### src/rtl/tank_monitor_sequencer_if.sv
// -----------------------------------------------------------------------------
// tank_monitor_sequencer_if
//   Bundles the control handshake, the four registered tank readings and the
//   status outputs of the aquarium monitor sequencer.
//
//   Signals
//     start       master->slave  1  begin scanning (honoured only while idle)
//     stop        master->slave  1  finish the current slot, then go idle
//     err_clear   master->slave  1  request exit from error mode
//     q_clean     master->slave  8  registered cleanliness reading
//     q_temp      master->slave  8  registered temperature reading
//     q_food      master->slave  8  registered food storage reading
//     q_salt      master->slave  8  registered saltiness reading
//     select      slave->master  5  one-hot display mux select (11111 = error)
//     scan_count  slave->master  8  completed full scans (mux input1)
//     busy        slave->master  1  sequencer not idle
//     error       slave->master  1  sequencer in error mode
//     error_code  slave->master  4  sticky violations {salt, food, temp, clean}
// -----------------------------------------------------------------------------
interface tank_monitor_sequencer_if;
    logic       start;
    logic       stop;
    logic       err_clear;
    logic [7:0] q_clean;
    logic [7:0] q_temp;
    logic [7:0] q_food;
    logic [7:0] q_salt;
    logic [4:0] select;
    logic [7:0] scan_count;
    logic       busy;
    logic       error;
    logic [3:0] error_code;

    // Controller / testbench side: drives requests and readings.
    modport master (
        output start, stop, err_clear,
        output q_clean, q_temp, q_food, q_salt,
        input  select, scan_count, busy, error, error_code
    );

    // Sequencer side: consumes requests and readings, drives status.
    modport slave (
        input  start, stop, err_clear,
        input  q_clean, q_temp, q_food, q_salt,
        output select, scan_count, busy, error, error_code
    );
endinterface

### src/rtl/tank_monitor_sequencer.sv
// -----------------------------------------------------------------------------
// tank_monitor_sequencer
//   Sequences the aquarium status display mux through the counter slot and
//   the four sensor slots, holding each slot for DWELL cycles. Every reading
//   is checked against its limits while a slot is displayed; any violation
//   forces error mode (select = 11111) until it is cleared with no violation
//   present. Completed scans are counted and presented on scan_count.
//
//   Ports
//     CLK    in  1  system clock, rising edge
//     reset  in  1  asynchronous active-low reset
//     bus    slave modport of tank_monitor_sequencer_if (see interface file)
//
//   All outputs are registered; select/busy/error are computed from the
//   next state so they change on the same edge as the state itself.
// -----------------------------------------------------------------------------
module tank_monitor_sequencer #(
    parameter int unsigned DWELL     = 4,
    parameter logic [7:0]  CLEAN_MIN = 8'd10,
    parameter logic [7:0]  TEMP_MIN  = 8'd20,
    parameter logic [7:0]  TEMP_MAX  = 8'd30,
    parameter logic [7:0]  FOOD_MIN  = 8'd5,
    parameter logic [7:0]  SALT_MAX  = 8'd120
) (
    input  logic                       CLK,
    input  logic                       reset,
    tank_monitor_sequencer_if.slave    bus
);

    // Dwell counter is at least one bit wide so DWELL == 1 still elaborates.
    localparam int unsigned DW = (DWELL > 1) ? $clog2(DWELL) : 1;
    localparam logic [DW-1:0] DWELL_LAST = DW'(DWELL - 1);
    localparam logic [DW-1:0] DWELL_ONE  = DW'(1);
    localparam logic [DW-1:0] DWELL_ZERO = DW'(0);

    localparam logic [2:0] S_IDLE  = 3'd0;
    localparam logic [2:0] S_COUNT = 3'd1;
    localparam logic [2:0] S_CLEAN = 3'd2;
    localparam logic [2:0] S_TEMP  = 3'd3;
    localparam logic [2:0] S_FOOD  = 3'd4;
    localparam logic [2:0] S_SALT  = 3'd5;
    localparam logic [2:0] S_ERROR = 3'd6;

    // Mux select code shown for a given state.
    function automatic logic [4:0] select_of(input logic [2:0] st);
        logic [4:0] code;
        case (st)
            S_IDLE:  code = 5'b00000;
            S_COUNT: code = 5'b00001;
            S_CLEAN: code = 5'b00010;
            S_TEMP:  code = 5'b00100;
            S_FOOD:  code = 5'b01000;
            S_SALT:  code = 5'b10000;
            S_ERROR: code = 5'b11111;
            default: code = 5'b00000;
        endcase
        return code;
    endfunction

    // Display slot that follows the given one in the scan ring.
    function automatic logic [2:0] next_slot(input logic [2:0] st);
        logic [2:0] nxt;
        case (st)
            S_COUNT: nxt = S_CLEAN;
            S_CLEAN: nxt = S_TEMP;
            S_TEMP:  nxt = S_FOOD;
            S_FOOD:  nxt = S_SALT;
            S_SALT:  nxt = S_COUNT;
            default: nxt = S_IDLE;
        endcase
        return nxt;
    endfunction

    logic [2:0]    state_q,        state_d;
    logic [DW-1:0] dwell_q,        dwell_d;
    logic          stop_pending_q, stop_pending_d;
    logic [7:0]    scan_count_q,   scan_count_d;
    logic [3:0]    error_code_q,   error_code_d;
    logic [4:0]    select_q,       select_d;
    logic          busy_q,         busy_d;
    logic          error_q,        error_d;

    logic [3:0]    viol_s;
    logic          any_viol_s;
    logic          is_display_s;

    // Limit checks on the live readings; bit order matches error_code.
    always_comb begin
        viol_s    = 4'b0000;
        viol_s[0] = (bus.q_clean < CLEAN_MIN);
        viol_s[1] = (bus.q_temp < TEMP_MIN) || (bus.q_temp > TEMP_MAX);
        viol_s[2] = (bus.q_food < FOOD_MIN);
        viol_s[3] = (bus.q_salt > SALT_MAX);
        any_viol_s = |viol_s;
    end

    // Flags the five display slots, where limit checks are armed.
    always_comb begin
        case (state_q)
            S_COUNT, S_CLEAN, S_TEMP, S_FOOD, S_SALT: is_display_s = 1'b1;
            default:                                  is_display_s = 1'b0;
        endcase
    end

    // Next-state and next-output computation for the sequencer.
    always_comb begin
        state_d        = state_q;
        dwell_d        = dwell_q;
        stop_pending_d = stop_pending_q;
        scan_count_d   = scan_count_q;
        error_code_d   = error_code_q;

        if (state_q == S_IDLE) begin
            // stop and err_clear have no meaning while idle.
            stop_pending_d = 1'b0;
            if (bus.start) begin
                state_d = S_COUNT;
                dwell_d = DWELL_ZERO;
            end else begin
                state_d = S_IDLE;
            end
        end else if (is_display_s) begin
            if (any_viol_s) begin
                // A violation outranks both slot expiry and a pending stop.
                state_d        = S_ERROR;
                error_code_d   = viol_s;
                stop_pending_d = 1'b0;
                dwell_d        = DWELL_ZERO;
            end else if (dwell_q == DWELL_LAST) begin
                dwell_d        = DWELL_ZERO;
                stop_pending_d = 1'b0;
                // Leaving SALT completes a scan, whether or not we stop.
                if (state_q == S_SALT) begin
                    scan_count_d = scan_count_q + 8'd1;
                end else begin
                    scan_count_d = scan_count_q;
                end
                // A stop raised on the final dwell cycle still ends this slot.
                if (stop_pending_q || bus.stop) begin
                    state_d = S_IDLE;
                end else begin
                    state_d = next_slot(state_q);
                end
            end else begin
                dwell_d = dwell_q + DWELL_ONE;
                if (bus.stop) begin
                    stop_pending_d = 1'b1;
                end else begin
                    stop_pending_d = stop_pending_q;
                end
            end
        end else if (state_q == S_ERROR) begin
            error_code_d = error_code_q | viol_s;
            if (bus.err_clear && !any_viol_s) begin
                state_d      = S_IDLE;
                error_code_d = 4'b0000;
                dwell_d      = DWELL_ZERO;
                scan_count_d = 8'd0;
            end else begin
                state_d = S_ERROR;
            end
        end else begin
            // Unreachable encodings fall back to a clean idle.
            state_d        = S_IDLE;
            dwell_d        = DWELL_ZERO;
            stop_pending_d = 1'b0;
            error_code_d   = 4'b0000;
        end

        select_d = select_of(state_d);
        busy_d   = (state_d != S_IDLE);
        error_d  = (state_d == S_ERROR);
    end

    // State and registered outputs with asynchronous active-low reset.
    always_ff @(posedge CLK or negedge reset) begin
        if (!reset) begin
            state_q        <= S_IDLE;
            dwell_q        <= DWELL_ZERO;
            stop_pending_q <= 1'b0;
            scan_count_q   <= 8'd0;
            error_code_q   <= 4'b0000;
            select_q       <= 5'b00000;
            busy_q         <= 1'b0;
            error_q        <= 1'b0;
        end else begin
            state_q        <= state_d;
            dwell_q        <= dwell_d;
            stop_pending_q <= stop_pending_d;
            scan_count_q   <= scan_count_d;
            error_code_q   <= error_code_d;
            select_q       <= select_d;
            busy_q         <= busy_d;
            error_q        <= error_d;
        end
    end

    assign bus.select     = select_q;
    assign bus.scan_count = scan_count_q;
    assign bus.busy       = busy_q;
    assign bus.error      = error_q;
    assign bus.error_code = error_code_q;

endmodule

### src/flat_wrapper.sv
// flat-port wrapper written by rule: the top's interface ports become plain ports
module tank_monitor_sequencer_flat 
#(
    parameter int unsigned DWELL     = 4,
    parameter logic [7:0]  CLEAN_MIN = 8'd10,
    parameter logic [7:0]  TEMP_MIN  = 8'd20,
    parameter logic [7:0]  TEMP_MAX  = 8'd30,
    parameter logic [7:0]  FOOD_MIN  = 8'd5,
    parameter logic [7:0]  SALT_MAX  = 8'd120
)
  (CLK, reset, bus_start, bus_stop, bus_err_clear, bus_q_clean, bus_q_temp, bus_q_food, bus_q_salt, bus_select, bus_scan_count, bus_busy, bus_error, bus_error_code);
  tank_monitor_sequencer_if bus_i ();
  input  logic CLK;
  input  logic reset;
  input wire logic [$bits(bus_i.start)-1:0] bus_start;
  input wire logic [$bits(bus_i.stop)-1:0] bus_stop;
  input wire logic [$bits(bus_i.err_clear)-1:0] bus_err_clear;
  input wire logic [$bits(bus_i.q_clean)-1:0] bus_q_clean;
  input wire logic [$bits(bus_i.q_temp)-1:0] bus_q_temp;
  input wire logic [$bits(bus_i.q_food)-1:0] bus_q_food;
  input wire logic [$bits(bus_i.q_salt)-1:0] bus_q_salt;
  output wire logic [$bits(bus_i.select)-1:0] bus_select;
  output wire logic [$bits(bus_i.scan_count)-1:0] bus_scan_count;
  output wire logic [$bits(bus_i.busy)-1:0] bus_busy;
  output wire logic [$bits(bus_i.error)-1:0] bus_error;
  output wire logic [$bits(bus_i.error_code)-1:0] bus_error_code;
  assign bus_i.start = bus_start;
  assign bus_i.stop = bus_stop;
  assign bus_i.err_clear = bus_err_clear;
  assign bus_i.q_clean = bus_q_clean;
  assign bus_i.q_temp = bus_q_temp;
  assign bus_i.q_food = bus_q_food;
  assign bus_i.q_salt = bus_q_salt;
  assign bus_select = bus_i.select;
  assign bus_scan_count = bus_i.scan_count;
  assign bus_busy = bus_i.busy;
  assign bus_error = bus_i.error;
  assign bus_error_code = bus_i.error_code;
  tank_monitor_sequencer #(.DWELL(DWELL), .CLEAN_MIN(CLEAN_MIN), .TEMP_MIN(TEMP_MIN), .TEMP_MAX(TEMP_MAX), .FOOD_MIN(FOOD_MIN), .SALT_MAX(SALT_MAX)) u_core (.CLK(CLK), .reset(reset), .bus(bus_i));
endmodule
### config.mk
export PLATFORM = sky130hd
export DESIGN_NAME = tank_monitor_sequencer_flat
export DESIGN_NICKNAME = d
export VERILOG_FILES = /design/src/rtl/tank_monitor_sequencer_if.sv /design/src/rtl/tank_monitor_sequencer.sv /design/src/flat_wrapper.sv
export SDC_FILE = /design/constraint.sdc
export NUM_CORES = 1
export LEC_CHECK = 0
export CAP_MARGIN = 20
export CORE_UTILIZATION = 38
export CTS_BUF_LIST = sky130_fd_sc_hd__clkbuf_2 sky130_fd_sc_hd__clkbuf_4 sky130_fd_sc_hd__clkbuf_8
export DETAILED_ROUTE_END_ITERATION = 10
export GPL_TIMING_DRIVEN = 0
export PLACE_DENSITY = 0.83
export SYNTH_ARGS = -nofsm -noshare
export SYNTH_HDL_FRONTEND = slang
export SYNTH_SLANG_ARGS = --single-unit
### constraint.sdc
create_clock -name CLK -period 2.1 [get_ports CLK]
set_input_delay 0.21 -clock CLK [delete_from_list [all_inputs] [get_ports CLK]]
set_output_delay 0.21 -clock CLK [all_outputs]
set_load 0.01 [all_outputs]
-- Word level (Yosys, flattened, before mapping)
Index checks and enable logic that the tools add are counted.
- bitwise operators: 2
- add/sub/neg operators: 2
- reduce and logical (&&, ||, !) cells: 14
- eq/ne operators: 21
- $lt $le $gt $ge: 5
- muxes and demuxes: 34
- operator list (operator ; count):
    two-way mux 8 bit ; 6
    case mux 5 bit (6 select lines) ; 1
    two-way mux 3 bit ; 7
    == test 3 bit (second input constant) ; 6
    two-way mux 4 bit ; 4
    case mux 3 bit (5 select lines) ; 1
    two-way mux 2 bit ; 7
    == test 3 x 2 -> 1 bit (second input constant) ; 4
    adder 8 x 1 -> 8 bit (second input constant) ; 1
    greater-than comparator 8 x 5 -> 1 bit (second input constant) ; 1
    greater-than comparator 8 x 7 -> 1 bit (second input constant) ; 1
    less-than comparator 8 x 3 -> 1 bit (second input constant) ; 1
    less-than comparator 8 x 4 -> 1 bit (second input constant) ; 1
    less-than comparator 8 x 5 -> 1 bit (second input constant) ; 1
    two-way mux 1 bit ; 8
    inequality test 2 bit (second input constant) ; 4
    == test 3 x 1 -> 1 bit (second input constant) ; 2
    AND reduction 2 bit ; 3
    AND reduction 6 bit ; 1
    inequality test 5 x 4 -> 1 bit (second input constant) ; 1
    OR reduction 5 bit ; 1
    inequality test 4 x 2 -> 1 bit (second input constant) ; 1
    OR 4 bit ; 1
    nonzero test 2 bit ; 2
    11 further kinds ; 12
- output and inout port bits: 19
- register bits after elaboration: 25
- input port bits: 37

-- Longest topological paths before layout
- word-level depth: 11
- depth in mapped cells: 8
- depth with buffers taken out: 8

-- Worst setup path after synthesis
OpenSTA, ideal clock, no wires.
- kind: in2reg
- start point: input port bus_q_temp[7]
- end point: register u_core.busy_q (netlist: u_core.bus.busy)
- slack: 0.204 ns
- arrival: 1.772 ns
- stages on the path: 6
- setup time: 0.124 ns
- cells stage by stage: nor4b_2 o211ai_2 or4_4 nor3_4 a21oi_1 or2_1
- cells in the longest elaborated chain, start to end: 10
- elaborated cells between the ends (all ways): 12
- RTL lines (element ; RTL line ; text):
    start, declared ; flat_wrapper.sv:19 ; input wire logic [$bits(bus_i.q_temp)-1:0] bus_q_temp;
    less-than comparator 8 x 5 -> 1 bit or greater-than comparator 8 x 5 -> 1 bit (tied branches) ; tank_monitor_sequencer.sv:91 ; viol_s[1] = (bus.q_temp < TEMP_MIN) || (bus.q_temp > TEMP_MAX);
    logical OR 1 bit * ; tank_monitor_sequencer.sv:91 ;
    OR reduction 4 bit * ; tank_monitor_sequencer.sv:94 ; any_viol_s = |viol_s;
    logical NOT 1 bit ; tank_monitor_sequencer.sv:154 ; if (bus.err_clear && !any_viol_s) begin
    logical AND 1 bit ; tank_monitor_sequencer.sv:154 ;
    two-way mux 3 bit ; tank_monitor_sequencer.sv:154 ;
    two-way mux 3 bit ; tank_monitor_sequencer.sv:152 ; end else if (state_q == S_ERROR) begin
    two-way mux 3 bit * ; tank_monitor_sequencer.sv:122 ; end else if (is_display_s) begin
    two-way mux 3 bit * ; tank_monitor_sequencer.sv:113 ; if (state_q == S_IDLE) begin
    nonzero test 3 bit * ; tank_monitor_sequencer.sv:171 ; busy_d = (state_d != S_IDLE);
    named net u_core.busy_d ; tank_monitor_sequencer.sv:80 ; logic busy_q, busy_d;
    end signal, assigned ; tank_monitor_sequencer.sv:193 ; busy_q <= busy_d;
    end, declared ; tank_monitor_sequencer.sv:80 ;
Mark *: on every way through the listed nets, which the timed path passes. The rest lies on a longest branch.
A chain may end at the register's enable or synchronous reset.

-- Worst setup path after layout
- start point: register u_core.state_q[0]
- end point: register u_core.error_code_q[1] (netlist: u_core.bus.error_code[1])
- cells in the longest elaborated chain, start to end: 5
- elaborated cells between the ends (all ways): 14
- RTL lines (element ; RTL line ; text):
    start, declared ; tank_monitor_sequencer.sv:74 ; logic [2:0] state_q, state_d;
    start signal, assigned ; tank_monitor_sequencer.sv:187 ; state_q <= state_d;
    == test 3 x 1 -> 1 bit, or another cell as far along ; tank_monitor_sequencer.sv:99 ; case (state_q)
    OR reduction 5 bit ; tank_monitor_sequencer.sv:99 ;
    two-way mux 1 bit ; tank_monitor_sequencer.sv:99 ;
    inequality test 2 x 1 -> 1 bit (no line) ; -- ;
    AND reduction 2 bit (no line) ; -- ;
    end signal, assigned ; tank_monitor_sequencer.sv:191 ; error_code_q <= error_code_d;
    end, declared ; tank_monitor_sequencer.sv:78 ; logic [3:0] error_code_q, error_code_d;
Several ways; a longest one is shown, not always the timed one.

==> flow_summary.json <==
{
  "n_antenna_cell": 0,
  "htreeDepth": 1,
  "tritoncts.num_buffers": 3,
  "p_total_w": 0.001698,
  "dp_slack_ns": -0.5230,
  "synth_fp_nets": 183,
  "num_rows": 21,
  "yosys.area.top_type": "dfrtp_1",
  "via_per_inst": 5.298,
  "drc": 0,
  "numPortBuffers": 54,
  "cp.required_ns": 2.33,
  "final_max_slew_viol_count": 0,
  "layout-drive-gt1-share_pct": 12.62,
  "yosysTopAreaCellShare_pct": 46.08,
  "max_freq_ghz": 0.4930,
  "yosys_register_bits": 25,
  "tightestPinTransition_ns": 0.5765,
  "synth_seq_area_share_pct": 46.08,
  "grt_setup_unrepaired": "false",
  "grt_max_degree": 26,
  "clock_skew_ns": 0.0007286,
  "layout_setup_ws_ns": 0.07141,
  "hpwl_mm": 2.421,
  "critPathLaunchType": "register",
  "finalInstanceArea_mm2": 0.002068,
  "max-cap-violations": 0,
  "ys_warn_count": 0,
  "hold_class": "input pin to async pin",
  "vdd_drop_max_mv": 0.3910,
  "die_x_um": 61.77,
  "p_leak_nw": 0.8288,
  "cts_tree": "done",
  "hold_viol_final": 0,
  "ios": 56,
  "synthTopCellsByArea": "dfrtp_1 (46%), o21ai_0 (7.7%), nor2_1 (3.3%), a21oi_1 (2.9%), a22o_1 (2.6%)",
  "grt_pass1_vias": 1186,
  "synth_cells": 144,
  "wl_per_cell_um": 12.95,
  "synth_most_common_cell": "dfrtp_1",
  "wirelength_mm": 3.263,
  "cp-end-kind": "register",
  "maxSlewHeadroom_pct": 61.44,
  "antenna_found_initial": 0,
  "power-per-cell-area_mw_per_mm2": 820.9,
  "dieArea_mm2": 0.003816,
  "run_status": "completed",
  "drt_iter0_drc": 28,
  "overflow": 0,
  "async_reset_ff_share_pct": 100.0,
  "ant_nets": 0,
  "clkSinkCount": 25,
  "path_class": "register to register",
  "fillerInstances": 295,
  "firstDrtPassIters": 4,
  "synth_area_mm2": 0.001358,
  "yosys_most_used_dff": "dfrtp_1",
  "clkSlewWorstSetupHoldPaths_ns": 0.14,
  "worst-path-max-fanout": 8,
  "area_growth_pct": 52.35,
  "synth.distinct_cells": 41,
  "grt_pass1_wl_mm": 4.981,
  "clock-root-buffer": "clkbuf_4",
  "postPlaceCellArea_mm2": 0.001956,
  "synth_edf_count": 0,
  "yosys-top-cells-count": "dfrtp_1 (25), o21ai_0 (21), nor2_1 (12)",
  "start_util_pct": 40.05,
  "timing.final.crit_period_ns": 2.029,
  "clockBufferDepth": 2,
  "gp_congestion": 0.8815,
  "vias": 1335,
  "synth_area_per_cell_um2": 9.427,
  "rr_worst_depth": 9,
  "final_util_pct": 61.02,
  "hold_ws_ns": 0.2334,
  "critPathArrivalTime_ns": 2.26,
  "setup_viol": 0,
  "clk_latency_ns": 0.32,
  "nets": 246,
  "coreArea_mm2": 0.003390,
  "period_share_pct": 96.60,
  "grtUsageTotal_pct": 17.34,
  "die_y_um": 61.77
}
## cells by family after synthesis
family | Yosys count | synth area share (%)
flops | 25 | 46.08
mux | 1 | 0.7374
simple gates | 60 | 25.62
xor+xnor | 1 | 0.6453
fa+ha+maj | 2 | 1.843
compound gates | 47 | 22.77
buf+inv | 8 | 2.303
## area by class of cell
type / count / area (µm²) / share of cell area, %
Multi-Input combinational cell: 111 / 747.0 / 36.12
Buffer: 3 / 13.76 / 0.6655
Clock inverter: 1 / 5.005 / 0.2420
Timing Repair Buffer: 58 / 578.1 / 27.95
Clock buffer: 3 / 22.52 / 1.089
Inverter: 5 / 18.77 / 0.9074
Tap cell: 46 / 57.56 / 2.783
Sequential cell: 25 / 625.6 / 30.25
## through the flow
stage                     std cells  setup TNS, ns
final                           252              0
after global routing            252              0
after CTS                       248              0
after detailed placement        244         -8.451
after global placement          244         -7.447
after floorplan                 144              0
## metal layers
layer	vias up	part of all wire (%)	global-route usage (%)
li1	663	-	-
met1	620	46	22.88
met2	48	48	29.49
met3	4	5.3	2.899
met4	0	0.92	4.762
met5	-	0	0
## critical path: stages, from the launching register on
cell      delay (ns)
dfrtp_1         0.35
clkbuf_2        0.20
nor3_4          0.08
a221o_1         0.31
nor4_4          0.27
buf_4           0.18
o22ai_2         0.10
inv_2           0.13
nor2_2          0.07
a22o_1          0.23
## registers in the layout (all words and copies together) (netlist names)
name / flops
u_core.state_q: 3
u_core.bus.busy: 1
u_core.dwell_q: 2
u_core.bus.select: 5
u_core.bus.error: 1
u_core.stop_pending_q: 1
u_core.bus.scan_count: 8
u_core.bus.error_code: 4
## power breakdown
part           internal [W]  switching [W]  total [W]
Sequential         0.000586      0.0000697   0.000655
Clock             0.0000716       0.000149   0.000221
Combinational      0.000395       0.000427   0.000822
## placed cells by master, fill, tap and decap left out, drive strengths merged, types with 2 or more instances in the layout
cell / netlist / final
clkdlybuf4s50: 0 / 54
dfrtp: 25 / 25
nand2: 9 / 9
o21ai: 22 / 22
nand2b: 4 / 4
nand3b: 2 / 2
clkbuf: 3 / 6
ha: 2 / 2
a22o: 4 / 4
nor3: 6 / 6
and3: 4 / 4
o31ai: 2 / 2
a21oi: 8 / 8
nor2: 13 / 13
nor4: 4 / 4
nand4: 3 / 3
o22ai: 2 / 2
inv: 5 / 5
buf: 0 / 4
nand3: 7 / 7
and2: 3 / 3
## path summary, 6_finish.rpt
check	start	endpoint	slack, ns
setup / recovery	u_core.state_q[0]$_DFF_PN0_	u_core.bus.error_code[1]$_DFFE_PN0P_	0.07
hold / removal	reset	u_core.bus.select[1]$_DFF_PN0_	0.23
setup reg to reg	u_core.state_q[0]$_DFF_PN0_	u_core.bus.error_code[1]$_DFFE_PN0P_	0.07
hold reg to reg	u_core.bus.scan_count[7]$_DFFE_PN0P_	u_core.bus.scan_count[7]$_DFFE_PN0P_	0.49
max in group asynchronous	reset	u_core.bus.scan_count[2]$_DFFE_PN0P_	1.38
min in group CLK	u_core.bus.scan_count[7]$_DFFE_PN0P_	u_core.bus.scan_count[7]$_DFFE_PN0P_	0.49
## what timing repair did
action / CTS / global route
resized for setup: 4 / 7
endpoints found under the setup margin: 14 / 13
cloned: 0 / 0
pin swaps: 2 / 4
setup buffers: 0 / 3
hold buffers: 0 / 0
Note: power is estimated with default switching activity, not from simulation.
